[src/rtl/hp_monitor_seq.sv]
// rtl/hp_monitor_seq.sv - Wishbone-programmable measurement sequencer for the hoggephase glitch detector.
module hp_monitor_seq #(
    parameter logic [31:0] BASE_ADDRESS = 32'h3000_0100,
    parameter int          SYNC_STAGES  = 2,
    parameter int          CLR_CYCLES   = 4
) (
    input  logic        clk,
    input  logic        reset,
    input  logic        i_wb_cyc,
    input  logic        i_wb_stb,
    input  logic        i_wb_we,
    input  logic [31:0] i_wb_addr,
    input  logic [31:0] i_wb_data,
    output logic        o_wb_ack,
    output logic        o_wb_stall,
    output logic [31:0] o_wb_data,
    output logic        hp_vcc_o,
    output logic        hp_alarm_rst_o,
    output logic        hp_ctr_rst_o,
    input  logic        hp_alarm_latch_i,
    input  logic [7:0]  hp_alarm_ctr_i,
    output logic        busy_o,
    output logic        irq_o
);

    localparam logic [15:0] CLR_LAST = 16'(CLR_CYCLES - 1);
    localparam logic [15:0] CAP_WAIT = 16'(SYNC_STAGES + 1);

    typedef enum logic [2:0] {IDLE, CLEAR, SETTLE, MEASURE, CAPTURE, DONE} state_t;

    state_t      state;
    logic [15:0] cnt;
    logic [7:0]  settle;
    logic [15:0] window;
    logic [7:0]  thresh;
    logic        run_cont;
    logic [7:0]  cap_val;
    logic        cap_have;
    logic [3:0]  nsamp;
    logic        cap_unstable;
    logic [7:0]  last_cnt;
    logic        latch_seen;
    logic        trip;
    logic        unstable;
    logic [7:0]  run_cnt;

    logic [SYNC_STAGES-1:0] latch_q;
    logic [7:0]             ctr_q [SYNC_STAGES];
    logic                   latch_sync;
    logic [7:0]             ctr_sync;

    logic        hit, wr_ctrl, wr_cfg, wr_thresh, wr_status;
    logic        start_p, abort_p, trip_set, busy;
    logic [31:0] rdata;
    logic        unused;

    assign o_wb_stall = 1'b0;
    assign busy       = (state != IDLE);
    assign busy_o     = busy;
    assign irq_o      = trip;
    assign latch_sync = latch_q[SYNC_STAGES-1];
    assign ctr_sync   = ctr_q[SYNC_STAGES-1];
    assign unused     = ^{i_wb_addr[1:0], i_wb_data[31:24]};

    // Masking with o_wb_ack keeps a held strobe from being acked twice.
    assign hit       = i_wb_cyc && i_wb_stb && (i_wb_addr[31:4] == BASE_ADDRESS[31:4]) && !o_wb_ack;
    assign wr_ctrl   = hit && i_wb_we && (i_wb_addr[3:2] == 2'd0);
    assign wr_cfg    = hit && i_wb_we && (i_wb_addr[3:2] == 2'd1);
    assign wr_thresh = hit && i_wb_we && (i_wb_addr[3:2] == 2'd2);
    assign wr_status = hit && i_wb_we && (i_wb_addr[3:2] == 2'd3);
    assign abort_p   = wr_ctrl && i_wb_data[2];
    assign start_p   = wr_ctrl && i_wb_data[0] && !i_wb_data[2];
    assign trip_set  = (state == DONE) && !abort_p && latch_sync && (cap_val >= thresh);

    always_comb begin
        rdata = 32'd0;
        case (i_wb_addr[3:2])
            2'd1:    rdata = {8'd0, window, settle};
            2'd2:    rdata = {24'd0, thresh};
            2'd3:    rdata = {8'd0, run_cnt, 4'd0, unstable, busy, trip, latch_seen, last_cnt};
            default: rdata = 32'd0;
        endcase
    end

    always_ff @(posedge clk) begin
        if (reset) begin
            latch_q <= '0;
            for (int i = 0; i < SYNC_STAGES; i++) ctr_q[i] <= 8'd0;
        end else begin
            latch_q  <= {latch_q[SYNC_STAGES-2:0], hp_alarm_latch_i};
            ctr_q[0] <= hp_alarm_ctr_i;
            for (int i = 1; i < SYNC_STAGES; i++) ctr_q[i] <= ctr_q[i-1];
        end
    end

    always_ff @(posedge clk) begin
        if (reset) begin
            state          <= IDLE;
            cnt            <= 16'd0;
            settle         <= 8'd0;
            window         <= 16'd0;
            thresh         <= 8'd0;
            run_cont       <= 1'b0;
            cap_val        <= 8'd0;
            cap_have       <= 1'b0;
            nsamp          <= 4'd0;
            cap_unstable   <= 1'b0;
            last_cnt       <= 8'd0;
            latch_seen     <= 1'b0;
            trip           <= 1'b0;
            unstable       <= 1'b0;
            run_cnt        <= 8'd0;
            o_wb_ack       <= 1'b0;
            o_wb_data      <= 32'd0;
            hp_vcc_o       <= 1'b0;
            hp_alarm_rst_o <= 1'b0;
            hp_ctr_rst_o   <= 1'b0;
        end else begin
            o_wb_ack  <= hit;
            o_wb_data <= (hit && !i_wb_we) ? rdata : 32'd0;
            if (wr_cfg && !busy) {window, settle} <= i_wb_data[23:0];
            if (wr_thresh && !busy) thresh <= i_wb_data[7:0];
            trip <= (trip && !(wr_status && i_wb_data[9])) || trip_set;
            if (wr_ctrl && !i_wb_data[1]) run_cont <= 1'b0;

            if (abort_p) begin
                state          <= IDLE;
                run_cont       <= 1'b0;
                hp_vcc_o       <= 1'b0;
                hp_alarm_rst_o <= 1'b0;
                hp_ctr_rst_o   <= 1'b0;
            end else begin
                case (state)
                    IDLE: if (start_p) begin
                        state          <= CLEAR;
                        cnt            <= 16'd0;
                        run_cont       <= i_wb_data[1];
                        hp_vcc_o       <= 1'b0;
                        hp_alarm_rst_o <= 1'b1;
                        hp_ctr_rst_o   <= 1'b1;
                    end
                    CLEAR: if (cnt == CLR_LAST) begin
                        cnt            <= 16'd0;
                        hp_vcc_o       <= 1'b1;
                        hp_alarm_rst_o <= 1'b0;
                        hp_ctr_rst_o   <= 1'b0;
                        state          <= (settle != 8'd0) ? SETTLE : MEASURE;
                    end else begin
                        cnt <= cnt + 16'd1;
                    end
                    SETTLE: if (cnt + 16'd1 == {8'd0, settle}) begin
                        cnt   <= 16'd0;
                        state <= MEASURE;
                    end else begin
                        cnt <= cnt + 16'd1;
                    end
                    // A window of 0 or 1 both give a single measurement cycle.
                    MEASURE: if (cnt + 16'd1 >= window) begin
                        cnt      <= 16'd0;
                        hp_vcc_o <= 1'b0;
                        cap_have <= 1'b0;
                        nsamp    <= 4'd0;
                        state    <= CAPTURE;
                    end else begin
                        cnt <= cnt + 16'd1;
                    end
                    // Wait for the synchronizer to flush, then accept two equal samples in a row.
                    CAPTURE: if (cnt != CAP_WAIT) begin
                        cnt <= cnt + 16'd1;
                    end else begin
                        cap_val  <= ctr_sync;
                        cap_have <= 1'b1;
                        nsamp    <= nsamp + 4'd1;
                        if (cap_have && (ctr_sync == cap_val)) begin
                            cap_unstable <= 1'b0;
                            state        <= DONE;
                        end else if (nsamp == 4'd15) begin
                            cap_unstable <= 1'b1;
                            state        <= DONE;
                        end
                    end
                    DONE: begin
                        last_cnt   <= cap_val;
                        latch_seen <= latch_sync;
                        unstable   <= cap_unstable;
                        if (run_cnt != 8'hFF) run_cnt <= run_cnt + 8'd1;
                        if (run_cont) begin
                            state          <= CLEAR;
                            cnt            <= 16'd0;
                            hp_alarm_rst_o <= 1'b1;
                            hp_ctr_rst_o   <= 1'b1;
                        end else begin
                            state <= IDLE;
                        end
                    end
                    default: state <= IDLE;
                endcase
            end
        end
    end

endmodule

[config.mk]
export PLATFORM = sky130hd
export DESIGN_NAME = hp_monitor_seq
export DESIGN_NICKNAME = d
export VERILOG_FILES = /design/src/rtl/hp_monitor_seq.sv
export SDC_FILE = /design/constraint.sdc
export NUM_CORES = 1
export LEC_CHECK = 0
export ABC_AREA = 1
export CORE_ASPECT_RATIO = 0.9
export CORE_MARGIN = 2
export CORE_UTILIZATION = 30
export DETAILED_ROUTE_END_ITERATION = 16
export PLACE_DENSITY = 0.5
export SYNTH_ARGS = -nofsm -noshare
export SYNTH_HDL_FRONTEND = slang
export SYNTH_SLANG_ARGS = --single-unit
[constraint.sdc]
create_clock -name clk -period 2.4 [get_ports clk]
set_input_delay 0.48 -clock clk [delete_from_list [all_inputs] [get_ports clk]]
set_output_delay 0.48 -clock clk [all_outputs]
set_load 0.005 [all_outputs]
==> flow_summary.yaml, run 1 <==
outcome:
  status: "finished with violations"
  failed_checks: "setup timing"
setup_path:
  cp.buffers_inverters: 3
  critPathCaptureType: "flop"
  crit_chain: "ha_4, nand2_4, nor2_4, nand2_2, o21ai_2, inv_1, ha_1, nand2_1, inv_2, nand3_2, nor2_2, nand3_1, nand4_1, nand2_2, inv_4, nand2_8, nand2_1, a21oi_1"
  r2r-start: "cnt[0]"
  path_class: "reg -> reg"
  crit_path_max_fanout: 8
  r2r-end: "cnt[4]"
  worstPathArrival_ns: 2.86
  reg2regPathDepth: 18
  crit_slowest_cell: "dfxtp_4"
  r2r_setup_slack_ns: -0.19
  critPathLaunchType: "flop"
  required_ns: 2.67
  slowest_delay_ns: 0.38
  cp_top_family: "simple AND/OR/NAND/NOR gates"
synth:
  netlist_top_cells_area: "dfxtp_1 (39%), nand2_1 (12%), nor2_1 (8.2%), inv_1 (8.0%), a21oi_1 (5.5%)"
  synth_edf_count: 0
  syn_avg_cell_area_um2: 6.85
  synth-main-ff-cell: "dfxtp_1"
  synth.distinct_cells: 42
  synth_area_mm2: 0.00661
  synth_seq_cells: 130
  ys_seq_area_share_pct: 39.3
  synth_cells: 965
  ys_async_sr_fraction_pct: 0
  synth_top_cell_by_area: "dfxtp_1"
  yosys_warnings: 0
  synth_top_area_share_pct: 39.3
clock_tree:
  cts_htree_levels: 4
  numCtsBuffers: 17
  cts.clk_slew.worst_paths_ns: 0.06
  insertion_delay_ns: 0.43
  cts_buffer_depth: 2
  cts_tree: "done"
  cts.sinks: 130
  postCtsHoldBufs: 0
  root_buffer: "clkbuf_16"
sta:
  worst_pin_slew_ns: 0.891
  finalHoldViolCount: 0
  period_needed_ns: 2.59
  fin_worst_skew_ns: 0.0105
  fin_crit_sh_pct: 108
  fmax_mhz: 386
  finalMaxSlewViolations: 0
  max_slew_margin_pct: 40.6
  hold_ws_ns: 0.281
  finalSetupViolations: 25
  rsz0062_at_grt: "yes"
  setup_ws_ns: -0.191
routing:
  routedWlPerCell_um: 13.6
  drtAntennaViolNets: 0
  drc: 0
  dr.first_iter.drc_count: 362
  via_count: 6460
  drtPass1Iterations: 5
  drt-total-wl_um: 19600
  viasPerCell: 4.48
job:
  drv_cap: 0
placed_design:
  place.gp.congestion: 0.873
  port_buffers: 97
  dp_hpwl_um: 14500
  dp_slack_ns: -0.337
  postPlaceCellArea_mm2: 0.00847
grt:
  antenna_found_initial: 0
  grt_pass1_wl_um: 31700
  gr-total-overflow: 0
  grt_util_all_layers_pct: 17.5
  grt_pass1_vias: 6100
  grt_max_degree: 77
layout:
  fin_area_mm2: 0.00919
  seq_area_mm2: 0.00261
  final_nets: 1244
  fillers: 2256
  drive_gt1_share_pct: 14.9
  n_antenna_cell: 0
  area_delta_synth_final_pct: 39.0
  final_core_util_pct: 42.5
  multiInputGateArea_mm2: 0.00342
pwr:
  powerDensity_mw_per_mm2: 521
  ir_worst_vdd_mv: 0.367
  power_mw: 4.79
  cellLeakagePower_nw: 3.84
worst_hold_path:
  holdPathEnd: "o_wb_ack"
  hold_class: "in -> reg"
  hp-start: "reset"
  whs_path_depth: 2
floorplanning:
  io_pins: 117
  fp.dieArea_mm2: 0.0233
  rows: 51
  die_width_um: 161
  start_util_pct: 30.6
  die_h_um: 145
  core_mm2: 0.0216
==> cell usage after synthesis, types with 2 or more instances <==
library cell / number
a21oi_1: 73
o211a_1: 2
a211oi_1: 32
a31oi_1: 5
nor3_1: 12
nor2_1: 144
nand2_1: 212
buf_2: 6
ha_1: 27
inv_1: 141
nand3b_1: 2
nand4_1: 14
nor3b_1: 5
a22oi_1: 2
o21ai_0: 33
o22ai_1: 3
dfxtp_1: 130
inv_2: 3
nor2_4: 4
clkbuf_1: 21
xnor2_1: 2
nand2_2: 8
nand3_1: 48
o21ai_1: 2
nor2_2: 2
nand2_4: 2
nor4_1: 3
buf_4: 11
xor2_1: 3
==> cells by family after synthesis <==
kind of cell | share of synthesized area (%)
xor+xnor | 0.662
simple gates | 29.5
buf+inv | 11.4
compound gates | 14.0
other cells | 0.0567
fa+ha+maj | 5.11
flops | 39.3
==> timing repair <==
| item | 4_1_cts | 5_1_grt |
|---|---|---|
| gates cloned | 1 | 0 |
| setup endpoints to repair | 25 | 25 |
| resized for setup | 29 | 6 |
| pin swaps | 12 | 2 |
| buffers inserted | 5 | 2 |
==> registers in the layout, indices dropped and copies added (netlist names), 16 cells and up <==
| register | flops |
|---|---|
| cnt | 16 |
| ctr_q | 16 |
| o_wb_data | 24 |
| window | 16 |
==> cells in the final DEF (no fill, tap or decap), drive strengths merged <==
cell type / netlist / final
o21bai: 1 / 1
dfxtp: 130 / 130
o21a: 1 / 1
nand4: 14 / 14
clkinv: 1 / 4
o21ai: 37 / 37
nand3: 49 / 49
a22oi: 2 / 2
nand2: 222 / 223
xor2: 3 / 3
nor3: 13 / 13
a221oi: 1 / 1
a31oi: 5 / 5
clkbuf: 21 / 18
inv: 144 / 149
o211a: 2 / 2
clkdlybuf4s50: 0 / 96
clkinvlp: 0 / 5
nor3b: 5 / 5
a21oi: 73 / 73
nor2: 150 / 150
buf: 19 / 90
xnor2: 2 / 2
a211oi: 32 / 32
o2111ai: 1 / 1
conb: 1 / 9
or2: 1 / 1
nor4: 3 / 3
o22ai: 3 / 3
nand3b: 2 / 2
ha: 27 / 27
==> metrics by stage <==
stage	std cells	TNS (ns)
2_1_floorplan	973	0
3_3_place_gp	1403	-5.95
3_5_place_dp	1403	-8.10
4_1_cts	1440	-3.20
5_1_grt	1442	-8.66
6_report	1442	-3.88
==> layer usage <==
layer	track usage, %	share of wire, %
met4	4.65	1.3
met1	23.1	49
met5	0	0
met3	3.62	3.3
met2	29.2	46
==> final cells by class <==
class | instances | area share [%]
multi-input cells | 659 | 37.2
flip-flops and latches | 130 | 28.4
repair buffers | 186 | 18.7
inverters | 145 | 5.95
clock buffers | 18 | 4.67
well taps | 291 | 3.96
clock inverters | 13 | 1.13
==> worst max path at each step <==
stage | from | endpoint | cells past startpoint
2_1_floorplan | cnt[0] | cnt[0] | 19
4_1_cts | cnt[0] | cnt[0] | 18
3_5_place_dp | cnt[1] | cnt[14] | 18
3_3_place_gp | cnt[1] | cnt[10] | 19
6_report | cnt[0] | cnt[4] | 18
5_1_grt | cnt[0] | hp_vcc_o | 20
==> power by group <==
part | internal, mW | total [mW] | switching (mW)
Sequential | 2.17 | 2.18 | 0.00453
Clock | 1.33 | 2.39 | 1.07
Combinational | 0.122 | 0.222 | 0.0999
Total | 3.62 | 4.79 | 1.17
Note: power is estimated with default switching activity, not from simulation.
==> inputs of run 2 (changes only) <==
--- a/config.mk
+++ b/config.mk
@@ -8,9 +8,9 @@
 export ABC_AREA = 1
 export CORE_ASPECT_RATIO = 0.9
 export CORE_MARGIN = 2
-export CORE_UTILIZATION = 30
+export CORE_UTILIZATION = 48
 export DETAILED_ROUTE_END_ITERATION = 16
-export PLACE_DENSITY = 0.5
+export PLACE_DENSITY = 0.75
 export SYNTH_ARGS = -nofsm -noshare
 export SYNTH_HDL_FRONTEND = slang
 export SYNTH_SLANG_ARGS = --single-unit
==> run 2 against run 1 <==
Net effect:
- the run still ends with setup timing left
- die area fell by 37%
- clock skew fell by 0.0037 ns
- setup slack got worse by 0.14 ns
- clock power rose by 19%
- first-iteration DRC count rose by 52%
- maximum frequency fell by 5.0%
- combinational power barely moved
- largest cell class unchanged
==> flow_summary.yaml, run 2 (synthesis gave the netlist of run 1 again) <==
floorplanning:
  start_util_pct: 49.3
  die_h_um: 115
  die_width_um: 128
  rows: 40
  io_pins: 117
  fp.dieArea_mm2: 0.0147
  core_mm2: 0.0134
grt:
  grt_pass1_wl_um: 30200
  antenna_found_initial: 0
  gr-total-overflow: 0
  grt_max_degree: 78
  grt_pass1_vias: 6340
  grt_util_all_layers_pct: 26.1
routing:
  drt-total-wl_um: 19100
  routedWlPerCell_um: 14.4
  viasPerCell: 5.12
  drtAntennaViolNets: 0
  drtPass1Iterations: 7
  via_count: 6819
  dr.first_iter.drc_count: 550
  drc: 0
worst_hold_path:
  hold_class: "in -> reg"
  hp-start: "reset"
  holdPathEnd: "o_wb_ack"
  whs_path_depth: 2
clock_tree:
  postCtsHoldBufs: 0
  cts.clk_slew.worst_paths_ns: 0.06
  cts_buffer_depth: 2
  cts.sinks: 130
  insertion_delay_ns: 0.43
  root_buffer: "clkbuf_16"
  numCtsBuffers: 17
  cts_tree: "done"
  cts_htree_levels: 4
outcome:
  status: "finished with violations"
  failed_checks: "setup timing"
sta:
  finalSetupViolations: 25
  fin_worst_skew_ns: 0.00675
  setup_ws_ns: -0.329
  fin_crit_sh_pct: 114
  finalHoldViolCount: 0
  fmax_mhz: 366
  finalMaxSlewViolations: 0
  rsz0062_at_grt: "yes"
  period_needed_ns: 2.73
placed_design:
  dp_hpwl_um: 13200
  dp_slack_ns: -0.306
  place.gp.congestion: 0.937
  port_buffers: 97
setup_path:
  critPathCaptureType: "flop"
  cp.buffers_inverters: 5
  r2r_setup_slack_ns: -0.33
  r2r-end: "hp_vcc_o"
  path_class: "reg -> reg"
  crit_path_max_fanout: 4
  required_ns: 2.72
  crit_slowest_cell: "dfxtp_4"
  reg2regPathDepth: 20
  crit_chain: "ha_4, nand2_4, nor2_4, buf_4, nand2_1, nand2_1, nand2_2, inv_1, ha_1, nand2_2, o21a_1, nand2_1, nand2_1, nand4_1, buf_4, buf_6, nand2_2, inv_2, a21oi_2, nor2_1"
  r2r-start: "cnt[0]"
  critPathLaunchType: "flop"
  cpMostUsedCell: "nand2_1"
  cp_top_family: "simple AND/OR/NAND/NOR gates"
  worstPathArrival_ns: 3.05
  slowest_delay_ns: 0.37
pwr:
  ir_worst_vdd_mv: 0.512
  powerDensity_mw_per_mm2: 559
  power_mw: 5.24
  cellLeakagePower_nw: 3.97
layout:
  regMostFlops: "o_wb_data"
  largest_reg_flops: 24
  layout_commonest_cell: "nand2_1"
  drive_gt1_share_pct: 18.5
  fillers: 1079
  area_delta_synth_final_pct: 41.7
  n_antenna_cell: 0
  layout_common_cells: "nand2_1 (199), nor2_1 (137), inv_1 (136)"
  final_core_util_pct: 69.9
  final_nets: 1256
job:
  drv_cap: 0
-- run 2: cell count changes in the layout (fill, tap and decap cells not counted), moves of 3 or more --
| cell | change |
|---|---|
| clkinvlp_4 | -3 |
| dfxtp_1 | -4 |
| nand2_1 | -7 |
| dfxtp_4 | +4 |
| a21oi_2 | +9 |
| nand2_2 | +7 |
| inv_1 | -3 |
| bufinv_16 | +4 |
| clkbuf_8 | +4 |
| nand3_1 | -3 |
| buf_4 | +11 |
| inv_6 | -4 |
| a21oi_1 | -9 |
-- run 2: per-stage QoR --
stage               instance area (um2)  TNS [ns]  cells  hold WS, ns
floorplan                          6660         0    973        0.388
global placement                   8320     -9.30   1281        0.389
detailed placement                 8320    -10.98   1281        0.393
CTS                                9210     -3.40   1328        0.281
global route                       9370    -10.85   1332        0.293
finish                             9370     -6.32   1332        0.298
-- run 2: report_power, final --
| group | internal [mW] | total (mW) | switching, mW |
|---|---|---|---|
| logic | 0.122 | 0.222 | 0.101 |
| registers | 2.17 | 2.17 | 0.00470 |
| clock network | 1.85 | 2.85 | 0.994 |
| total | 4.14 | 5.24 | 1.10 |
-- run 2: worst max path at each step --
stage	cells past startpoint	start	slack, ns	to
2_1_floorplan	19	cnt[0]	0.0001	cnt[0]
3_3_place_gp	14	i_wb_cyc	-0.25	run_cnt[2]
3_5_place_dp	17	cnt[1]	-0.31	state[2]
4_1_cts	21	cnt[1]	-0.22	hp_vcc_o
5_1_grt	19	cnt[4]	-0.52	hp_vcc_o
6_report	20	cnt[0]	-0.33	hp_vcc_o
-- run 2: layout make-up --
| cell class | count | area, um2 | share of cell area [%] |
|---|---|---|---|
| clock buffers | 21 | 480 | 5.13 |
| flip-flops and latches | 130 | 2630 | 28.0 |
| repair buffers | 198 | 1800 | 19.2 |
| clock inverters | 11 | 175 | 1.87 |
| inverters | 145 | 549 | 5.86 |
| well taps | 168 | 210 | 2.24 |
| multi-input cells | 659 | 3530 | 37.7 |
-- run 2: repair_timing --
action | CTS | global route
resized for setup | 42 | 34
pin swaps | 24 | 26
setup endpoints to repair | 25 | 32
buffers inserted | 16 | 4
gates cloned | 1 | 0
-- run 2: routing by layer --
metal / track usage [%] / up-vias / routed length (um)
li1: - / 3456 / -
met1: 33.8 / 3063 / 8410
met2: 43.0 / 265 / 8830
met3: 5.68 / 35 / 1480
met4: 10.1 / 0 / 396
met5: 0 / - / 0
